File: src/rtl/hazard_pkg.sv
// Shared types and constants for the pipeline hazard sequencer.
package hazard_pkg;

  typedef enum logic [1:0] {
    RUN      = 2'd0,
    MDU_WAIT = 2'd1,
    MEM_WAIT = 2'd2
  } hz_state_e;

  // Canonical RISC-V NOP (addi x0, x0, 0) loaded by a flushed register.
  localparam logic [31:0] NOP_INSTR = 32'h00000013;

  localparam int MEM_TIMEOUT_DEF = 64;

  // True when the load in EX writes a register the decode instruction reads.
  function automatic logic load_use_hit(
    input logic       mem_read,
    input logic [4:0] rd,
    input logic [4:0] rs1,
    input logic [4:0] rs2,
    input logic       uses_rs2
  );
    return mem_read && (rd != 5'd0) &&
           ((rd == rs1) || (uses_rs2 && (rd == rs2)));
  endfunction

endpackage

File: src/rtl/hazard_perf_counters.sv
// Stall-cycle and flush-cycle performance counters for the hazard sequencer.
// Instantiated only when HAZARD_PERF_CNT_EN is defined.
module hazard_perf_counters #(
  parameter int CNT_W = 32
) (
  input  logic             clk,
  input  logic             rst_n,
  input  logic             stall_i,
  input  logic             flush_i,
  output logic [CNT_W-1:0] stall_cnt_o,
  output logic [CNT_W-1:0] flush_cnt_o
);

  logic [CNT_W-1:0] stall_cnt_q, stall_cnt_d;
  logic [CNT_W-1:0] flush_cnt_q, flush_cnt_d;

  // Both counters wrap naturally at 2^CNT_W.
  always_comb begin
    stall_cnt_d = stall_cnt_q;
    flush_cnt_d = flush_cnt_q;
    if (stall_i) stall_cnt_d = stall_cnt_q + 1'b1;
    if (flush_i) flush_cnt_d = flush_cnt_q + 1'b1;
  end

  // Counter registers, cleared by reset.
  always_ff @(posedge clk or negedge rst_n) begin
    if (!rst_n) begin
      stall_cnt_q <= '0;
      flush_cnt_q <= '0;
    end else begin
      stall_cnt_q <= stall_cnt_d;
      flush_cnt_q <= flush_cnt_d;
    end
  end

  assign stall_cnt_o = stall_cnt_q;
  assign flush_cnt_o = flush_cnt_q;

endmodule

File: src/rtl/pipeline_hazard_ctrl.sv
// Stall/flush sequencer for the five-stage pipeline: load-use stalls,
// taken-branch flushes, multi-cycle MUL/DIV issue and data-memory waits
// with a timeout guard. Optional macro HAZARD_PERF_CNT_EN adds the
// stallCycles/flushCount performance counters.
module pipeline_hazard_ctrl
  import hazard_pkg::*;
#(
  parameter int MEM_TIMEOUT = MEM_TIMEOUT_DEF,
  parameter int CNT_W       = 32
) (
  input  logic             clk,
  input  logic             rst_n,
  input  logic [4:0]       IF_IDrs1,
  input  logic [4:0]       IF_IDrs2,
  input  logic             IF_IDusesRs2,
  input  logic [4:0]       ID_EXrd,
  input  logic             ID_EXmemRead,
  input  logic             ID_EXmduOp,
  input  logic             branchTaken,
  input  logic             EX_MEMmemReq,
  input  logic             dmemReady,
  input  logic             mduDone,
  output logic             PCwrite,
  output logic             IF_IDwrite,
  output logic             ID_EXwrite,
  output logic             EX_MEMwrite,
  output logic             MEM_WBwrite,
  output logic             IF_IDflush,
  output logic             ID_EXflush,
  output logic             EX_MEMflush,
  output logic             MEM_WBflush,
  output logic             mduStart,
  output logic             memFault
`ifdef HAZARD_PERF_CNT_EN
  ,
  output logic [CNT_W-1:0] stallCycles,
  output logic [CNT_W-1:0] flushCount
`endif
);

  localparam int TIMEOUT_W = (MEM_TIMEOUT > 1) ? $clog2(MEM_TIMEOUT) : 1;
  localparam logic [TIMEOUT_W-1:0] TMO_LAST = TIMEOUT_W'(MEM_TIMEOUT - 1);
  localparam logic [TIMEOUT_W-1:0] TMO_MAX  = '1;

  hz_state_e            state_q, state_d;
  hz_state_e            ret_q, ret_d;     // state to resume after a memory wait
  hz_state_e            eff_state;
  logic [TIMEOUT_W-1:0] tmo_q, tmo_d;
  logic                 mem_stall;
  logic                 lu_hit;

  function automatic logic [TIMEOUT_W-1:0] sat_inc(input logic [TIMEOUT_W-1:0] v);
    return (v == TMO_MAX) ? v : v + 1'b1;
  endfunction

  assign mem_stall = EX_MEMmemReq && !dmemReady;
  assign lu_hit    = load_use_hit(ID_EXmemRead, ID_EXrd, IF_IDrs1, IF_IDrs2, IF_IDusesRs2);
  // While parked in MEM_WAIT, a release is handled as the interrupted state.
  assign eff_state = (state_q == MEM_WAIT) ? ret_q : state_q;

  // Next-state and enable/flush decode, priority memory > MDU > branch > load-use.
  always_comb begin
    PCwrite     = 1'b1;
    IF_IDwrite  = 1'b1;
    ID_EXwrite  = 1'b1;
    EX_MEMwrite = 1'b1;
    MEM_WBwrite = 1'b1;
    IF_IDflush  = 1'b0;
    ID_EXflush  = 1'b0;
    EX_MEMflush = 1'b0;
    MEM_WBflush = 1'b0;
    mduStart    = 1'b0;
    memFault    = 1'b0;
    state_d     = state_q;
    ret_d       = ret_q;
    tmo_d       = '0;

    if (mem_stall) begin
      PCwrite     = 1'b0;
      IF_IDwrite  = 1'b0;
      ID_EXwrite  = 1'b0;
      EX_MEMwrite = 1'b0;
      MEM_WBwrite = 1'b0;
      if ((state_q == MEM_WAIT) && (tmo_q == TMO_LAST)) begin
        // Give up on the access: bubble MEM/WB and resume normal flow.
        MEM_WBwrite = 1'b1;
        MEM_WBflush = 1'b1;
        memFault    = 1'b1;
        state_d     = RUN;
        ret_d       = RUN;
      end else begin
        state_d = MEM_WAIT;
        ret_d   = eff_state;
        tmo_d   = sat_inc(tmo_q);
      end
    end else begin
      state_d = eff_state;
      case (eff_state)
        MDU_WAIT: begin
          if (mduDone) begin
            state_d = RUN;
          end else begin
            PCwrite     = 1'b0;
            IF_IDwrite  = 1'b0;
            ID_EXwrite  = 1'b0;
            EX_MEMflush = 1'b1;
          end
        end
        default: begin
          if (ID_EXmduOp) begin
            mduStart    = 1'b1;
            PCwrite     = 1'b0;
            IF_IDwrite  = 1'b0;
            ID_EXwrite  = 1'b0;
            EX_MEMflush = 1'b1;
            state_d     = MDU_WAIT;
          end else if (branchTaken) begin
            IF_IDflush = 1'b1;
            ID_EXflush = 1'b1;
          end else if (lu_hit) begin
            PCwrite    = 1'b0;
            IF_IDwrite = 1'b0;
            ID_EXflush = 1'b1;
          end
        end
      endcase
    end
  end

  // State, return-state and timeout registers.
  always_ff @(posedge clk or negedge rst_n) begin
    if (!rst_n) begin
      state_q <= RUN;
      ret_q   <= RUN;
      tmo_q   <= '0;
    end else begin
      state_q <= state_d;
      ret_q   <= ret_d;
      tmo_q   <= tmo_d;
    end
  end

`ifdef HAZARD_PERF_CNT_EN
  hazard_perf_counters #(
    .CNT_W(CNT_W)
  ) u_perf (
    .clk        (clk),
    .rst_n      (rst_n),
    .stall_i    (!PCwrite),
    .flush_i    (IF_IDflush || ID_EXflush),
    .stall_cnt_o(stallCycles),
    .flush_cnt_o(flushCount)
  );
`else
  // CNT_W only sizes the counter ports, which are absent in this build.
  wire unused_cnt_w = |CNT_W;
`endif

endmodule

File: config.mk
export PLATFORM = sky130hd
export DESIGN_NAME = pipeline_hazard_ctrl
export DESIGN_NICKNAME = d
export VERILOG_FILES = /design/src/rtl/hazard_pkg.sv /design/src/rtl/hazard_perf_counters.sv /design/src/rtl/pipeline_hazard_ctrl.sv
export SDC_FILE = /design/constraint.sdc
export NUM_CORES = 1
export LEC_CHECK = 0
export ABC_AREA = 1
export CORE_MARGIN = 3
export CORE_UTILIZATION = 41
export DETAILED_ROUTE_END_ITERATION = 8
export GPL_TIMING_DRIVEN = 0
export PLACE_DENSITY_LB_ADDON = 0.15
export SLEW_MARGIN = 20
export SYNTH_ARGS = -nofsm -noshare
export SYNTH_HDL_FRONTEND = slang
export SYNTH_HIERARCHICAL = 1
export SYNTH_SLANG_ARGS = --single-unit
export TNS_END_PERCENT = 30
File: constraint.sdc
create_clock -name clk -period 2.3 [get_ports clk]
set_clock_uncertainty 0.2 [all_clocks]
set_input_delay 0.46 -clock clk [delete_from_list [all_inputs] [get_ports clk]]
set_output_delay 0.46 -clock clk [all_outputs]
set_load 0.02 [all_outputs]
==> results of run 1 <==
cell type report:
cell class | instances | area share (%)
Sequential cell | 10 | 19.2
Inverter | 28 | 8.23
Buffer | 2 | 1.44
Clock buffer | 4 | 2.78
Tap cell | 25 | 2.39
Timing Repair Buffer | 45 | 28.3
Multi-Input combinational cell | 93 | 37.6
sequential cells by signal, indices dropped and copies added, names as in the netlist:
signal,count
ret_q,2
state_q,2
tmo_q,6
metal layers:
layer	routed length [um]	up-vias	share of wire [%]
met5	0	-	0
met4	57	0	2.6
met3	138	9	6.2
met2	1210	29	54
met1	831	455	37
li1	-	500	-
cells by family after synthesis:
logic type                 after synthesis  share of synthesized area [%]
buffers and inverters                   30                           14.7
and+or+nand+nor                         79                           43.0
AOI/OAI and AO/OA                       11                           7.96
xor gates and xnor gates                 2                           2.14
DFF                                     10                           30.6
adders and majority gates                1                           1.53
timing repair:
action / 4_1_cts / 5_1_grt
endpoints found under the hold margin: 0 / 0
gates resized for setup: 54 / 41
pin swaps: 15 / 17
setup buffers: 5 / 6
setup endpoints to repair: 11 / 9
layout by cell type (no fill, tap or decap), types with 2 or more instances in the layout:
cell type / instances
nand2_1: 39
inv_1: 20
nor2_1: 16
buf_4: 13
dlygate4sd2_1: 10
dfrtp_1: 9
nand2_2: 6
inv_2: 6
clkdlybuf4s50_1: 6
clkbuf_2: 6
nand3_1: 5
buf_6: 5
nor2_2: 4
o21ai_1: 3
clkbuf_4: 3
clkdlybuf4s15_1: 3
buf_2: 3
nand4_1: 2
worst paths after layout:
| check | startpoint | to | slack, ns |
|---|---|---|---|
| max | mduDone | PCwrite | 0.02 |
| min | rst_n | tmo_q[0] | 0.31 |
| max reg2reg | tmo_q[0] | tmo_q[1] | 0.65 |
| min reg2reg | ret_q[0] | ret_q[0] | 0.32 |
| max in group asynchronous | rst_n | state_q[0] | 1.24 |
| min in group clk | ret_q[0] | ret_q[0] | 0.32 |
report_power, final:
part           internal, mW  switching [mW]  total [mW]
clock network        0.0962          0.0642       0.160
registers             0.188          0.0123       0.201
logic                0.0997           0.121       0.220
per-stage QoR:
step,setup WS [ns],hold WS [ns],power (mW),util [%],TNS [ns]
detailed placement,-0.624,0.300,0.410,66.0,-4.17
floorplan,0.107,-0.0356,0.306,-,0
finish,0.0170,0.310,0.582,72.6,0
global placement,-0.583,0.271,0.404,66.0,-4.00
CTS,0.00284,0.315,0.550,67.5,0
global route,-0.0756,0.328,0.614,72.6,-0.224
==> qor.yml, run 1 <==
drt:
  wl_per_cell_um: 10.8
  drc: 0
  vias: 993
  viasPerCell: 4.80
  drt_iter0_drc: 15
  wirelength_um: 2230
  first_pass_iters: 4
  drtAntennaViolNets: 0
layout:
  multi_input_area_um2: 492
  postLayoutCellArea_um2: 1310
  nFillCells: 164
  final_cells: 207
  seqCellArea_um2: 251
  area_delta_synth_final_pct: 60.0
  layout.nets: 208
  antenna_cells: 0
  layout-drive-gt1-share_pct: 31.9
pwr:
  vdd_drop_max_mv: 0.333
  leakage_nw: 0.787
  power.density_cell_area_nw_per_um2: 445
sta:
  setup_violations: 0
  max_freq_ghz: 0.438
  finalCritPeriodShare_pct: 99.3
  hold_viol_final: 0
  drv_slew: 0
  tightest_slew_ns: 0.472
  slew_headroom_pct: 68.4
  grt_setup_unrepaired: "true"
  finalCriticalPeriod_ns: 2.28
cts:
  clk_pin_slew_ns: 0.07
  cts_hold_buf: 0
  h-tree-depth: 1
  cts_tree: "done"
  clock_path_buffers: 2
  clkLatencyLatePin_ns: 0.27
  cts_inserted_buffers: 3
  clockRootBuffer: "clkbuf_4"
  cts_sinks: 10
setup_path:
  path_buf_inv: 5
  slowest_stage: "clkdlybuf4s50_1"
  crit_type: "in2out"
  worstPathRequired_ns: 1.64
  crit_chain: "clkdlybuf4s50_1, nand3_2, nand2_1, inv_1, nand3_1, nand2_1, inv_2, buf_6, buf_6"
  critPathTopFamily: "buffers and inverters"
  r2r_cells: 9
  critPathMaxStageDelay_ns: 0.54
  critPathLaunchType: "input pin"
  worst-path-stages: 9
  crit_path_end_kind: "primary output"
  cp_max_fo: 2
  worstPathArrival_ns: 1.62
status:
  status: "finished, final reports clean"
die:
  start_util_pct: 45.3
  core_um2: 1800
  die_h_um: 50.6
  pin_count: 35
  die-area_um2: 2560
  fp-row-count: 15
  dieWidth_um: 50.6
synth:
  synth_area_um2: 817
  synth.net_count: 158
  synth_top_area_share_pct: 30.6
  synth_area_leaders: "dfrtp_1 31%, nand2_1 20%, inv_1 11%"
  async_flop_share_pct: 100
  ys_seq_elements: 10
  yosysWarnings: 6
  synth_ff_type: "dfrtp_1"
  yosysTopAreaCell: "dfrtp_1"
  syn_inst: 133
  synth_common_cells: "43 x nand2_1, 23 x inv_1, 19 x nor2_1"
  synth_area_per_cell_um2: 6.14
  yosysUniqueCellTypes: 26
  yosysMostFrequentCell: "nand2_1"
  ys_seq_area_share_pct: 30.6
  synth-edff-count: 0
place:
  place_area_um2: 1190
  dp.cells: 192
  place.port_buffers: 34
  place_congestion: 0.740
  place_hpwl_um: 1660
grt:
  gr-usage-met1_pct: 16.3
  grt_pass1_vias: 936
  grt_use_met2_pct: 33.9
  grt_antenna_before_repair: 0
  grt_pass1_wl_um: 3460
  met3_usage_pct: 5.93
  grt_use_total_pct: 17.7
  grt_busiest_layer: "met2"
  grt_start_max_net_pins: 11
  grt-ovfl-total: 0
min_path:
  min_path_type: "in2async"
job:
  drv_cap: 0
Power figures use the tool's default switching activity.
==> run 2: changes to the inputs <==
--- a/config.mk
+++ b/config.mk
@@ -6,11 +6,11 @@
 export NUM_CORES = 1
 export LEC_CHECK = 0
 export ABC_AREA = 1
-export CORE_MARGIN = 3
 export CORE_UTILIZATION = 41
 export DETAILED_ROUTE_END_ITERATION = 8
 export GPL_TIMING_DRIVEN = 0
 export PLACE_DENSITY_LB_ADDON = 0.15
+export REMOVE_ABC_BUFFERS = 1
 export SLEW_MARGIN = 20
 export SYNTH_ARGS = -nofsm -noshare
 export SYNTH_HDL_FRONTEND = slang
==> run 2 against run 1 <==
  * Register-to-register slack got worse by 0.07 ns
  * Clock power is essentially flat
  * Worst hold slack worse by 0.024 ns
  * Setup slack got worse by 0.012 ns
  * Global-route usage increased by 2.7 points
  * Critical path depth shrank 1
  * Critical path type is now reg2out
  * Fmax decreased by 0.51%
  * Count of clock-buffer cells in the layout stayed put
  * Non-clock buffer count shrank 4
  * Power is 4.4% lower
==> qor.yml, run 2 (same netlist as run 1, synthesis figures left out) <==
drt:
  wirelength_um: 1940  # was 2230 um
  drtAntennaViolNets: 0  # unchanged
  wl_per_cell_um: 9.55  # was 10.8 um
  viasPerCell: 4.58  # was 4.80
  vias: 930  # was 993
  first_pass_iters: 6  # was 4
  drt_iter0_drc: 19  # was 15
  drc: 0  # unchanged
sta:
  layout_setup_ws_ns: 0.00533  # was 0.0170 ns
  finalCriticalPeriod_ns: 2.29  # was 2.28 ns
  drv_slew: 0  # unchanged
  tightest_slew_ns: 0.458  # was 0.472 ns
  tns_ns: 0  # unchanged
  setup_violations: 0  # unchanged
  hold_ws_ns: 0.286  # was 0.310 ns
  finalCritPeriodShare_pct: 99.8  # was 99.3%
  hold_viol_final: 0  # unchanged
  slew_headroom_pct: 69.4  # was 68.4%
  grt_setup_unrepaired: "true"  # unchanged
  max_freq_ghz: 0.436  # was 0.438 GHz
grt:
  grt_start_max_net_pins: 11  # unchanged
  grt_pass1_wl_um: 3170  # was 3460 um
  grt-ovfl-total: 0  # unchanged
  grt_use_total_pct: 20.5  # was 17.7%
  grt_antenna_before_repair: 0  # unchanged
  grt_pass1_vias: 822  # was 936
setup_path:
  crit_path_end_kind: "primary output"  # unchanged
  cp_max_fo: 3  # was 2
  critPathLaunchType: "flip-flop"  # was input pin
  r2r_cells: 9  # unchanged
  crit_type: "reg2out"  # was in2out
  worstPathRequired_ns: 1.64  # about the same
  r2r_slack_ns: 0.58  # was 0.65 ns
  r2r_end: "ret_q[1]"  # was tmo_q[1]
  r2r_start: "tmo_q[0]"  # unchanged
  worstPathArrival_ns: 1.63  # was 1.62 ns
place:
  place_hpwl_um: 1530  # was 1660 um
  preCtsSetupSlack_ns: -0.584  # was -0.624 ns
  dp.cells: 190  # was 192
  place_area_um2: 1170  # was 1190 um2
  place.port_buffers: 34  # unchanged
  place_congestion: 0.749  # was 0.740
cts:
  cts_inserted_buffers: 3  # unchanged
  cts_tree: "done"  # unchanged
  clkLatencyLatePin_ns: 0.27  # about the same
  h-tree-depth: 1  # unchanged
  cts_hold_buf: 0  # unchanged
  clk_pin_slew_ns: 0.07  # about the same
  clock_path_buffers: 2  # unchanged
  cts_sinks: 10  # unchanged
  clockRootBuffer: "clkbuf_4"  # unchanged
pwr:
  power_mw: 0.556  # was 0.582 mW
  vdd_drop_max_mv: 0.269  # was 0.333 mV
  power.density_cell_area_nw_per_um2: 441  # was 445 nW/um2
  leakage_nw: 0.756  # was 0.787 nW
layout:
  layout.nets: 204  # was 208
  antenna_cells: 0  # unchanged
  multi_input_area_um2: 472  # was 492 um2
  largest_register_ffs: 6  # unchanged
  area_delta_synth_final_pct: 54.4  # was 60.0%
  postLayoutCellArea_um2: 1260  # was 1310 um2
  mostFrequentLayoutCell: "nand2_1"  # unchanged
  nFillCells: 177  # was 164
  post-route-util_pct: 70.0  # was 72.6%
  seqCellArea_um2: 250  # was 251 um2
  final_cells: 203  # was 207
  layout-drive-gt1-share_pct: 24.2  # was 31.9%
  layout_common_cells: "41 x nand2_1, 20 x inv_1, 16 x nor2_1"  # was 39 x nand2_1, 20 x inv_1, 16 x nor2_1
  largestRegisters: "tmo_q x6, ret_q x2, state_q x2"  # unchanged
  top_register: "tmo_q"  # unchanged
die:
  dieWidth_um: 46.6  # was 50.6 um
  core_um2: 1800  # unchanged
  die-area_um2: 2180  # was 2560 um2
  pin_count: 35  # unchanged
  fp-row-count: 15  # unchanged
  start_util_pct: 45.3  # unchanged
  die_h_um: 46.6  # was 50.6 um
min_path:
  hold_path.startpoint: "ret_q[0]"
  holdPathEnd: "ret_q[0]"
  hold_depth: 2
  min_path_type: "reg2reg"  # was in2async
status:
  status: "finished, final reports clean"  # unchanged
job:
  drv_cap: 0  # unchanged
-- run 2: cell count changes in the layout (fill, tap and decap cells not counted), sizes merged --
| cell | previous run | this run |
|---|---|---|
| dlymetal6s2s | 1 | 0 |
| clkdlybuf4s50 | 6 | 7 |
| clkbuf | 10 | 6 |
| buf | 21 | 16 |
| clkdlybuf4s15 | 3 | 4 |
| dlygate4sd2 | 10 | 14 |
-- run 2: how the worst max path moves through the flow --
stage	startpoint	to	slack (ns)	cells after the start
floorplan	tmo_q[0]	MEM_WBflush	0.11	7
global placement	ID_EXrd[3]	ID_EXflush	-0.56	10
detailed placement	ID_EXrd[3]	ID_EXflush	-0.58	10
CTS	tmo_q[0]	MEM_WBflush	-0.20	8
global route	tmo_q[1]	memFault	-0.10	8
finish	tmo_q[0]	MEM_WBflush	0.005	8
-- run 2: what timing repair did --
| action | 4_1_cts | 5_1_grt |
|---|---|---|
| resized for setup | 45 | 30 |
| pin swaps | 13 | 6 |
| setup buffers | 3 | 6 |
| setup endpoints to repair | 11 | 10 |
-- run 2: power by group --
group          switching, mW  total (mW)  internal, mW  leakage, nW
sequential           0.00923       0.197         0.188        0.133
combinational          0.110       0.201        0.0904        0.602
clock                 0.0624       0.158        0.0960       0.0210
total                  0.182       0.556         0.374        0.756
-- run 2: metal layers --
layer | share of wire (%) | vias to the layer above | track usage [%] | wire (um)
li1 | - | 496 | - | -
met1 | 44 | 412 | 26.1 | 857
met2 | 52 | 22 | 35.3 | 1010
met3 | 3.6 | 0 | 2.35 | 69
met4 | 0 | 0 | 6.86 | 0
met5 | 0 | - | 0 | 0
-- run 2: worst max-delay path, stage by stage, from the launching register on --
cell and delay, ns:
dfrtp_1 0.38, ha_2 0.19, nand2_2 0.05, inv_2 0.07, nand2_4 0.06, nor3_4 0.23
nand2_2 0.14, nor2_2 0.11, buf_4 0.15
-- run 2: layout make-up --
class,count,share of cell area [%]
clock buffers,4,2.88
inverters,28,8.33
multi-input cells,93,37.4
flip-flops and latches,10,19.8
well taps,25,2.48
repair buffers,43,29.1
==> run 3: changes to the inputs <==
--- a/config.mk
+++ b/config.mk
@@ -6,6 +6,7 @@
 export NUM_CORES = 1
 export LEC_CHECK = 0
 export ABC_AREA = 1
+export CORE_ASPECT_RATIO = 0.7
 export CORE_UTILIZATION = 41
 export DETAILED_ROUTE_END_ITERATION = 8
 export GPL_TIMING_DRIVEN = 0
@@ -16,4 +17,4 @@
 export SYNTH_HDL_FRONTEND = slang
 export SYNTH_HIERARCHICAL = 1
 export SYNTH_SLANG_ARGS = --single-unit
-export TNS_END_PERCENT = 30
+export TNS_END_PERCENT = 50
==> run 3 against run 2 <==
  * Fmax up 1.3%
  * First-iteration DRC count increased by 32%
  * Sequential share of layout area about the same
  * Sequential power hardly changed
  * Critical path type is now in2out
  * Highest routed layer is now met4
==> qor.yml, run 3 (same netlist as run 1, synthesis figures left out) <==
status:
  status: "finished, final reports clean"  # unchanged
sta:
  drv_slew: 0  # unchanged
  tightest_slew_ns: 0.492  # was 0.458 ns
  setup_violations: 0  # unchanged
  hold_viol_final: 0  # unchanged
  max_freq_ghz: 0.441  # was 0.436 GHz
  tns_ns: 0  # unchanged
  finalCritPeriodShare_pct: 98.5  # was 99.8%
  slew_headroom_pct: 67.1  # was 69.4%
  finalCriticalPeriod_ns: 2.27  # was 2.29 ns
  grt_setup_unrepaired: "true"  # unchanged
cts:
  cts_inserted_buffers: 3  # unchanged
  clock_path_buffers: 2  # unchanged
  cts_sinks: 10  # unchanged
  clkLatencyLatePin_ns: 0.28  # was 0.27 ns
  h-tree-depth: 1  # unchanged
  cts_hold_buf: 0  # unchanged
  clockRootBuffer: "clkbuf_4"  # unchanged
  cts_tree: "done"  # unchanged
  clk_pin_slew_ns: 0.07  # about the same
place:
  place_congestion: 0.764  # was 0.749
  place_hpwl_um: 1710  # was 1530 um
  dp.cells: 187  # was 190
  place.port_buffers: 34  # unchanged
drt:
  drt_iter0_drc: 25  # was 19
  first_pass_iters: 4  # was 6
  m1WireLength_um: 981  # was 857 um
  wl_met2_um: 1080  # was 1010 um
  viasPerCell: 4.75  # was 4.58
  maxUsedRoutingLayer: "met4"  # was met3
  drtAntennaViolNets: 0  # unchanged
  wl_met3_um: 106  # was 69 um
  drc: 0  # unchanged
  wirelength_um: 2180  # was 1940 um
  vias: 945  # was 930
  wl_per_cell_um: 10.9  # was 9.55 um
grt:
  grt_antenna_before_repair: 0  # unchanged
  grt_use_total_pct: 22.1  # was 20.5%
  grt_start_max_net_pins: 11  # unchanged
  grt_pass1_wl_um: 3590  # was 3170 um
  grt-ovfl-total: 0  # unchanged
  grt_pass1_vias: 866  # was 822
die:
  core_um2: 1870  # was 1800 um2
  dieWidth_um: 55.4  # was 46.6 um
  die-area_um2: 2180  # about the same
  start_util_pct: 43.7  # was 45.3%
  pin_count: 35  # unchanged
  fp-row-count: 13  # was 15
  die_h_um: 39.4  # was 46.6 um
layout:
  largestRegisters: "tmo_q x6, ret_q x2, state_q x2"  # unchanged
  mostFrequentLayoutCell: "nand2_1"  # unchanged
  area_delta_synth_final_pct: 54.5  # was 54.4%
  layout-drive-gt1-share_pct: 26.6  # was 24.2%
  largest_register_ffs: 6  # unchanged
  layout.nets: 203  # was 204
  layout_common_cells: "38 x nand2_1, 21 x inv_1, 16 x nor2_1"  # was 41 x nand2_1, 20 x inv_1, 16 x nor2_1
  antenna_cells: 0  # unchanged
  final_cells: 199  # was 203
  top_register: "tmo_q"  # unchanged
pwr:
  leakage_nw: 0.745  # was 0.756 nW
  vdd_drop_max_mv: 0.340  # was 0.269 mV
  power.density_cell_area_nw_per_um2: 447  # was 441 nW/um2
setup_path:
  path_buf_inv: 4  # was 2
  critPathMaxStageDelay_ns: 0.26  # was 0.38 ns
  critPathTopFamily: "simple AND/OR/NAND/NOR gates"  # unchanged
  worst-path-stages: 11  # was 8
  r2r_slack_ns: 0.53  # was 0.58 ns
  cp_max_fo: 3  # unchanged
  r2r_cells: 10  # was 9
  worstPathArrival_ns: 1.61  # was 1.63 ns
  crit_chain: "dlygate4sd2_1, inv_1, nand2_1, nand2_1, nor2_1, nand3_2, nand2_2, nand3_1, nand2_1, inv_2, buf_2"  # was ha_2, nand2_2, inv_2, nand2_4, nor3_4, nand2_2, nor2_2, buf_4
  crit_type: "in2out"  # was reg2out
  crit_path_frequent_cell: "nand2_1"  # was nand2_2
  critPathLaunchType: "input pin"  # was flip-flop
  slowest_stage: "dlygate4sd2_1"  # was dfrtp_1
  crit_path_end_kind: "primary output"  # unchanged
  worstPathRequired_ns: 1.64  # about the same
min_path:
  hold_depth: 2  # unchanged
  min_path_type: "reg2reg"  # unchanged
job:
  drv_cap: 0  # unchanged
[run 3: cell types whose count changed in the layout (fill, tap and decap cells not counted), sizes merged]
cell and delta:
clkdlybuf4s50 +1, dlymetal6s2s +1, dlygate4sd2 +1, clkdlybuf4s15 -4
[run 3: metrics by stage]
step	total power [mW]	cell area [um2]	hold WS [ns]	worst slack [ns]	utilization, %
floorplan	0.302	802	-0.0356	0.115	-
global placement	0.400	1170	0.270	-0.582	62.5
detailed placement	0.404	1170	0.270	-0.652	62.5
CTS	0.558	1200	0.288	0.00217	63.9
global route	0.601	1260	0.342	-0.0461	67.5
finish	0.565	1260	0.291	0.0349	67.5
[run 3: path summary, 6_finish.rpt]
| path | to | start |
|---|---|---|
| setup / recovery | IF_IDwrite | ID_EXrd[2] |
| hold / removal | ret_q[0] | ret_q[0] |
| setup reg to reg | tmo_q[1] | tmo_q[0] |
| hold reg to reg | ret_q[0] | ret_q[0] |
| max in group asynchronous | state_q[1] | rst_n |
| min in group asynchronous | tmo_q[4] | rst_n |
[run 3: worst register-to-register path, cell delays in order, from the launching register on]
cell and delay (ns):
dfrtp_1 0.36, ha_2 0.19, nand2_1 0.06, inv_2 0.06, nand2_2 0.08, nor3_4 0.18, buf_4 0.14, buf_4 0.11
nand3b_2 0.11, nor2_1 0.11, a21oi_1 0.05
[run 3: per-layer routing]
layer  vias up  GRT usage (%)
met5         -              0
met4         0           5.63
met3         3           7.92
met2        19           40.7
met1       430           25.2
li1        493              -
[run 3: power by group]
part / internal (mW) / switching [mW]
logic: 0.0863 / 0.114
clock network: 0.0964 / 0.0711
registers: 0.188 / 0.00876
[run 3: final cells by class]
type	count	area [um2]
clock buffers	4	36.3
well taps	22	27.5
inverters	28	108
flip-flops and latches	10	250
repair buffers	42	358
multi-input cells	93	483
fillers	172	608
[run 3: what timing repair did]
item                                   4_1_cts  5_1_grt
resized for setup                           56       21
setup endpoints to repair                   11        9
pin swaps                                   12        8
setup buffers                                4        4
endpoints found under the hold margin        0        0
gates cloned                                 0        0
